<file path="config.mk">
export PLATFORM = sky130hd
export DESIGN_NAME = prog_loader
export DESIGN_NICKNAME = d
export VERILOG_FILES = /design/src/rtl/prog_loader.sv
export SDC_FILE = /design/constraint.sdc
export NUM_CORES = 1
export LEC_CHECK = 0
export ABC_CLOCK_PERIOD_IN_PS = 2400
export BUFFER_PORTS_ARGS = -buffer_cell sky130_fd_sc_hd__buf_2
export CORE_MARGIN = 2
export CORE_UTILIZATION = 35
export CTS_CLUSTER_DIAMETER = 30
export CTS_CLUSTER_SIZE = 10
export DETAILED_ROUTE_END_ITERATION = 10
export GPL_TIMING_DRIVEN = 0
export PLACE_DENSITY_LB_ADDON = 0.1
export SLEW_MARGIN = 20
export SYNTH_ARGS = -nofsm -noshare
export SYNTH_HDL_FRONTEND = slang
export SYNTH_SLANG_ARGS = --single-unit
export TNS_END_PERCENT = 20
</file>
<file path="constraint.sdc">
create_clock -name clk -period 2.4 [get_ports clk]
set_input_delay 0.72 -clock clk [delete_from_list [all_inputs] [get_ports clk]]
set_output_delay 0.72 -clock clk [all_outputs]
set_load 0.005 [all_outputs]
</file>
<file path="src/rtl/prog_loader.sv">
// prog_loader: byte-stream program loader.
// Frame format: word count N (16 bits, MSB first), N instruction words
// (BPW bytes each, MSB first), one XOR checksum byte over the data bytes.
// Words are written to program memory from address 0 upward while the CPU
// is held in halt; the halt is released only after a good checksum.
//
// Handshake: a byte transfers on a rising clk edge where in_valid and
// in_ready are both 1. in_ready depends only on the current state, never on
// in_valid. A byte offered while in_ready is 0 stays with the sender.
module prog_loader #(
    parameter int A_BITS = 10,
    parameter int D_BITS = 16
) (
    input  logic              clk,
    input  logic              rst_n,
    input  logic              start,
    input  logic              in_valid,
    input  logic [7:0]        in_data,
    output logic              in_ready,
    output logic              mem_we,
    output logic [A_BITS-1:0] mem_addr,
    output logic [D_BITS-1:0] mem_wdata,
    output logic              cpu_halt,
    output logic              busy,
    output logic              done,
    output logic              err
);

    localparam int BPW  = D_BITS / 8;
    localparam int BC_W = (BPW > 1) ? $clog2(BPW) : 1;

    typedef enum logic [2:0] {
        S_IDLE, S_LEN_HI, S_LEN_LO, S_DATA, S_CSUM, S_DONE, S_ERR
    } state_t;

    state_t              state_q, state_d;
    logic [15:0]         len_q, len_d;
    logic [A_BITS:0]     widx_q, widx_d;      // one extra bit so N = 2^A_BITS fits
    logic [BC_W-1:0]     bcnt_q, bcnt_d;
    logic [D_BITS-1:0]   shift_q, shift_d;
    logic [7:0]          csum_q, csum_d;
    logic                we_q, we_d;
    logic [A_BITS-1:0]   addr_q, addr_d;
    logic [D_BITS-1:0]   wdata_q, wdata_d;

    logic                xfer;
    logic [15:0]         len_full;
    logic [D_BITS+7:0]   shift_ext;

    // State register
    always_ff @(posedge clk or negedge rst_n) begin
        if (!rst_n) begin
            state_q <= S_IDLE;
        end else begin
            state_q <= state_d;
        end
    end

    // Datapath registers: length, counters, shift/checksum and write port
    always_ff @(posedge clk or negedge rst_n) begin
        if (!rst_n) begin
            len_q   <= '0;
            widx_q  <= '0;
            bcnt_q  <= '0;
            shift_q <= '0;
            csum_q  <= '0;
            we_q    <= 1'b0;
            addr_q  <= '0;
            wdata_q <= '0;
        end else begin
            len_q   <= len_d;
            widx_q  <= widx_d;
            bcnt_q  <= bcnt_d;
            shift_q <= shift_d;
            csum_q  <= csum_d;
            we_q    <= we_d;
            addr_q  <= addr_d;
            wdata_q <= wdata_d;
        end
    end

    // Next state and datapath updates on accepted bytes
    always_comb begin
        state_d   = state_q;
        len_d     = len_q;
        widx_d    = widx_q;
        bcnt_d    = bcnt_q;
        shift_d   = shift_q;
        csum_d    = csum_q;
        we_d      = 1'b0;
        addr_d    = addr_q;
        wdata_d   = wdata_q;
        xfer      = in_valid & in_ready;
        len_full  = {len_q[15:8], in_data};
        shift_ext = {shift_q, in_data};

        unique case (state_q)
            S_IDLE, S_DONE, S_ERR: begin
                if (start) begin
                    state_d = S_LEN_HI;
                    widx_d  = '0;
                    bcnt_d  = '0;
                    csum_d  = '0;
                end
            end
            S_LEN_HI: begin
                if (xfer) begin
                    len_d   = {in_data, 8'h00};
                    state_d = S_LEN_LO;
                end
            end
            S_LEN_LO: begin
                if (xfer) begin
                    len_d = len_full;
                    if ({16'd0, len_full} > (32'd1 << A_BITS)) begin
                        state_d = S_ERR;
                    end else if (len_full == 16'd0) begin
                        state_d = S_CSUM;
                    end else begin
                        state_d = S_DATA;
                    end
                end
            end
            S_DATA: begin
                if (xfer) begin
                    shift_d = shift_ext[D_BITS-1:0];
                    csum_d  = csum_q ^ in_data;
                    if (32'(bcnt_q) == BPW - 1) begin
                        // Word complete: hand it to the write register so the
                        // shift register can take the next byte immediately.
                        we_d    = 1'b1;
                        addr_d  = widx_q[A_BITS-1:0];
                        wdata_d = shift_ext[D_BITS-1:0];
                        bcnt_d  = '0;
                        widx_d  = widx_q + 1'b1;
                        if (32'(widx_q) + 32'd1 == {16'd0, len_q}) begin
                            state_d = S_CSUM;
                        end
                    end else begin
                        bcnt_d = bcnt_q + 1'b1;
                    end
                end
            end
            S_CSUM: begin
                if (xfer) begin
                    state_d = (in_data == csum_q) ? S_DONE : S_ERR;
                end
            end
            default: state_d = S_IDLE;
        endcase
    end

    // Outputs decoded from the current state and the write register
    always_comb begin
        in_ready  = 1'b0;
        cpu_halt  = 1'b0;
        busy      = 1'b0;
        done      = 1'b0;
        err       = 1'b0;
        mem_we    = we_q;
        mem_addr  = addr_q;
        mem_wdata = wdata_q;
        unique case (state_q)
            S_LEN_HI, S_LEN_LO, S_DATA, S_CSUM: begin
                in_ready = 1'b1;
                cpu_halt = 1'b1;
                busy     = 1'b1;
            end
            S_DONE: done = 1'b1;
            S_ERR: begin
                err      = 1'b1;
                cpu_halt = 1'b1;
            end
            default: ;
        endcase
    end

endmodule

</file>
==> Implementation_results.wiki <==
{| class="wikitable"
! Metric !! Value
|-
| Portion of the clock cycle consumed by the worst path in the final layout || 0.955
|-
| Synth cell types || 46
|-
| Adder-cell share of the synthesized area || 0.00339
|-
| Number of hold buffers added after cts || 0
|-
| Share of Yosys cell area claimed by the top area cell type || 0.502
|-
| Tot Pwr || between 0.005 and 0.006 W
|-
| H-tree levels || 3
|-
| Hold WC Path Type || input pin to asynchronous set/reset pin
|-
| Fraction of synthesized area in multiplexers || 0.0298
|-
| Most instantiated flip-flop cell in the synthesis netlist || sky130_fd_sc_hd__dfrtp_1
|-
| Post-Synth Simple-Gate Area || 0.223
|-
| Average via count per standard cell || approximately 5
|-
| Maximum cell stage delay along the critical path || around 0.48 ns
|-
| Shortest clock period the worst path allows after layout || about 2.3 ns
|-
| Dominant combinational cell family by area after synthesis || simple AND/OR/NAND/NOR gates
|-
| Number of nets produced by synthesis || 421
|-
| Clk sink count || 74
|-
| Total I/O pin count || 44
|-
| Num CTS Buffers || 9
|-
| First-pass GRT wire length || around 16000 um
|-
| Number of fill cells || around 1100
|-
| CTS Root Buffer Type || sky130_fd_sc_hd__clkbuf_8
|-
| Clock skew || about 0.012 ns
|-
| Share of layout cells above drive strength 1 || 0.197
|-
| Worst IR drop on VDD || 0.554 mV
|-
| Average size of a mapped cell || roughly 9 um2
|-
| Worst slew slack as a fraction of its limit || 0.639
|-
| Global route overflow || 0
|-
| Post-CTS setup buffer count || 0
|-
| 1st-pass router iterations || 6
|-
| PortBufs || 38
|-
| Clock-pin transition on the worst setup and hold timing paths || ~0.090 ns
|-
| Kind of critical path || flop to output port
|-
| Total routing resource utilization after global routing || 0.180
|-
| Setup-failing EPs final || 0
|-
| DRT Wirelength || roughly 9600 um
|-
| Worst flop-to-flop path startpoint || widx_q[1]$_DFFE_PN0P_
|-
| Post-route non-filler standard cell count || roughly 600
|-
| Worst Path Buf+Inv || 3
|-
| Clock Path Buffers || 2
|-
| XOR/XNOR Fraction of Synth Area || 0.0546
|-
| Post-route DRC || 0
|-
| Run status || finished clean
|-
| Crit end category || output port
|-
| Total placed instance area || around 0.0041 mm2
|-
| Post-synth EDFFs || 0
|-
| Post-detailed-placement half-perimeter wirelength || 6670 um
|-
| Peak clock frequency supported by timing || roughly 440 MHz
|-
| Routed vias || 3022
|-
| Die Span Y || ~110 um
|-
| Maximum net fanout on the critical path || 10
|-
| Final Hold Fails || 0
|-
| Synth Instances || roughly 410
|-
| Floorplan core area || around 0.010 mm2
|-
| Final net count || 471
|-
| Maxcap violations || 0
|-
| First DRT Iteration DRCs || 140
|-
| Fraction of registers with async set/reset || 1.00
|-
| Critical path startpoint category || flop
|-
| Data arrival time of the critical path || 1.57 ns
|-
| Minimum setup slack among reg-to-reg paths || 0.22 ns
|-
| Cell taking the most area after synthesis || sky130_fd_sc_hd__dfrtp_1
|-
| Worst-case setup slack after placement || 0.107 ns
|-
| Wirelength per Cell || approximately 16 um
|-
| Pin count of the biggest net entering global routing || 49
|-
| Pwr/cell area || 1180 mW/mm2
|-
| Critical-path cell list || clkbuf_4, buf_2, a21oi_1, buf_2
|-
| Post-synthesis sequential area ratio || 0.502
|-
| Number of antenna violations at the first check in global routing || 0
|-
| Total Negative Setup Slacks || 0 ns
|-
| Vias in the first global route || 3084
|-
| Sequential cell area || approximately 0.0019 mm2
|-
| Worst path slowest cell || sky130_fd_sc_hd__dfrtp_1
|-
| Relative area change from synthesis to final layout || 17.5%
|-
| Worst reg2reg path endpoint || state_q[0]$_DFFE_PN0P_
|-
| P_leak || 2.12 nW
|-
| Final antenna diode count || 0
|-
| Placement Rows || 37
|-
| Post-synth design cell area || around 0.0037 mm2
|-
| Slew at the pin closest to its max-slew limit || between 0.5 and 0.6 ns
|-
| Total count of max-transition violations in the final report || 0
|-
| Design area || 0.00434 mm2
|-
| CTS tree || done
|-
| Data required, critical path || between 1.5 and 2 ns
|-
| Number of warnings issued by yosys || 0
|-
| Routed Antenna Nets || 0
|-
| Number of cells in the design after placement || roughly 600
|-
| RSZ-0062 raised after global routing || no
|-
| Clock latency of the later-clocked register in the worst-skew pair || 0.35 ns
|-
| Most prevalent standard cell on the critical path || sky130_fd_sc_hd__buf_2
|-
| Flip-flop and latch count after synthesis || 74
|-
| Top cell family by delay on the critical path || buffers and inverters
|-
| Synth Area in Compound Gates || 0.143
|-
| Depth of the worst register-to-register path || 7
|-
| Dominant cells by area after synthesis || sky130_fd_sc_hd__dfrtp_1 50%, sky130_fd_sc_hd__nand2_1 12%, sky130_fd_sc_hd__o21ai_0 4.3%, sky130_fd_sc_hd__a22o_1 4.0%, sky130_fd_sc_hd__xnor2_1 3.8%
|-
| Starting Density || 0.359
|-
| Final weighted congestion in routability-driven placement || between 0.8 and 0.9
|-
| Die X || approximately 110 um
|-
| Die Footprint || approximately 0.011 mm2
|-
| Minimum setup slack in the final design || ~0.11 ns
|-
| Footprint of the multi-input gates || 0.00168 mm2
|}
-- registers in the layout (all words and copies together), names as in the netlist --
register,flops
len_q,16
shift_q,8
mem_we,1
mem_wdata,16
csum_q,8
state_q,3
mem_addr,10
widx_q,11
bcnt_q,1
-- report_power, final --
part | switching (W) | internal, W | leakage (nW)
clock network | 0.000512 | 0.000700 | 0.120
registers | 0.000329 | 0.00169 | 0.961
logic | 0.00102 | 0.000858 | 1.03
total | 0.00186 | 0.00325 | 2.12
-- synthesized netlist by cell type (2+ instances only) --
library cell,count
sky130_fd_sc_hd__nand2_1,119
sky130_fd_sc_hd__dfrtp_1,74
sky130_fd_sc_hd__o21ai_0,32
sky130_fd_sc_hd__nor2_1,23
sky130_fd_sc_hd__a22o_1,17
sky130_fd_sc_hd__xnor2_1,16
sky130_fd_sc_hd__buf_2,13
sky130_fd_sc_hd__clkbuf_1,11
sky130_fd_sc_hd__nand2b_1,10
sky130_fd_sc_hd__mux2_2,8
sky130_fd_sc_hd__xor2_1,7
sky130_fd_sc_hd__a21oi_1,6
sky130_fd_sc_hd__inv_1,6
sky130_fd_sc_hd__nand3_1,6
sky130_fd_sc_hd__nor3_1,5
sky130_fd_sc_hd__o31ai_1,5
sky130_fd_sc_hd__nand4_1,4
sky130_fd_sc_hd__buf_4,3
sky130_fd_sc_hd__nor2b_1,3
sky130_fd_sc_hd__nor4_1,3
sky130_fd_sc_hd__o21ai_1,3
sky130_fd_sc_hd__a21o_1,2
sky130_fd_sc_hd__and3_1,2
sky130_fd_sc_hd__mux2i_1,2
sky130_fd_sc_hd__nand3b_1,2
sky130_fd_sc_hd__nor2_2,2
sky130_fd_sc_hd__o2111ai_1,2
sky130_fd_sc_hd__o21bai_1,2
sky130_fd_sc_hd__o221ai_1,2
sky130_fd_sc_hd__o22ai_1,2
-- per-layer routing --
metal / up-vias / global-route usage / routed length [um]
met5: - / 0 / 0
met4: 0 / 0.0529 / 140
met3: 11 / 0.0347 / 320
met2: 61 / 0.304 / 4780
met1: 1478 / 0.234 / 4320
li1: 1472 / - / -
-- logic make-up after synthesis --
logic type | after synthesis
xor gates and xnor gates | 23
and+or+nand+nor | 186
DFF | 74
adders and majority gates | 1
buffers and inverters | 35
AOI/OAI and AO/OA | 79
muxes | 10
-- timing repair --
| item | CTS | global route |
|---|---|---|
| endpoints found under the setup margin | 1 | 2 |
| hold endpoints to repair | 0 | 0 |
| cloned | 0 | 0 |
| pin swaps | 0 | 0 |
| resized for setup | 1 | 2 |
-- worst max path at each step --
stage / from / end / cells past startpoint
2_1_floorplan: in_data[5] / state_q[1]$_DFFE_PN0P_ / 7
3_3_place_gp: rst_n / mem_wdata[13]$_DFFE_PN0P_ / 1
3_5_place_dp: in_data[5] / state_q[1]$_DFFE_PN0P_ / 7
4_1_cts: state_q[0]$_DFFE_PN0P_ / in_ready / 5
5_1_grt: state_q[0]$_DFFE_PN0P_ / cpu_halt / 4
6_report: state_q[0]$_DFFE_PN0P_ / cpu_halt / 4
-- layout make-up --
type | count | area share
repair buffers | 39 | 0.0508
flip-flops and latches | 74 | 0.427
plain buffers | 29 | 0.0340
clock buffers | 9 | 0.0286
well taps | 136 | 0.0392
inverters | 6 | 0.00519
clock inverters | 7 | 0.0286
multi-input cells | 299 | 0.387
-- metrics by stage --
step	hold slack (ns)	util
floorplan	0.424	-
global placement	0.455	0.394
detailed placement	0.458	0.397
CTS	0.291	0.421
global route	0.293	0.422
finish	0.289	0.422
-- cells in the final DEF, fill, tap and decap left out, types with 4 or more instances in the layout --
| master | count |
|---|---|
| sky130_fd_sc_hd__a21oi_1 | 6 |
| sky130_fd_sc_hd__a22o_1 | 17 |
| sky130_fd_sc_hd__buf_2 | 50 |
| sky130_fd_sc_hd__buf_4 | 4 |
| sky130_fd_sc_hd__clkbuf_1 | 11 |
| sky130_fd_sc_hd__clkbuf_8 | 9 |
| sky130_fd_sc_hd__dfrtp_1 | 74 |
| sky130_fd_sc_hd__inv_1 | 6 |
| sky130_fd_sc_hd__mux2_2 | 8 |
| sky130_fd_sc_hd__nand2_1 | 119 |
| sky130_fd_sc_hd__nand2b_1 | 10 |
| sky130_fd_sc_hd__nand3_1 | 6 |
| sky130_fd_sc_hd__nand4_1 | 4 |
| sky130_fd_sc_hd__nor2_1 | 22 |
| sky130_fd_sc_hd__nor3_1 | 5 |
| sky130_fd_sc_hd__o21ai_0 | 32 |
| sky130_fd_sc_hd__o31ai_1 | 5 |
| sky130_fd_sc_hd__xnor2_1 | 16 |
| sky130_fd_sc_hd__xor2_1 | 7 |
(Power assumes the default switching activity.)
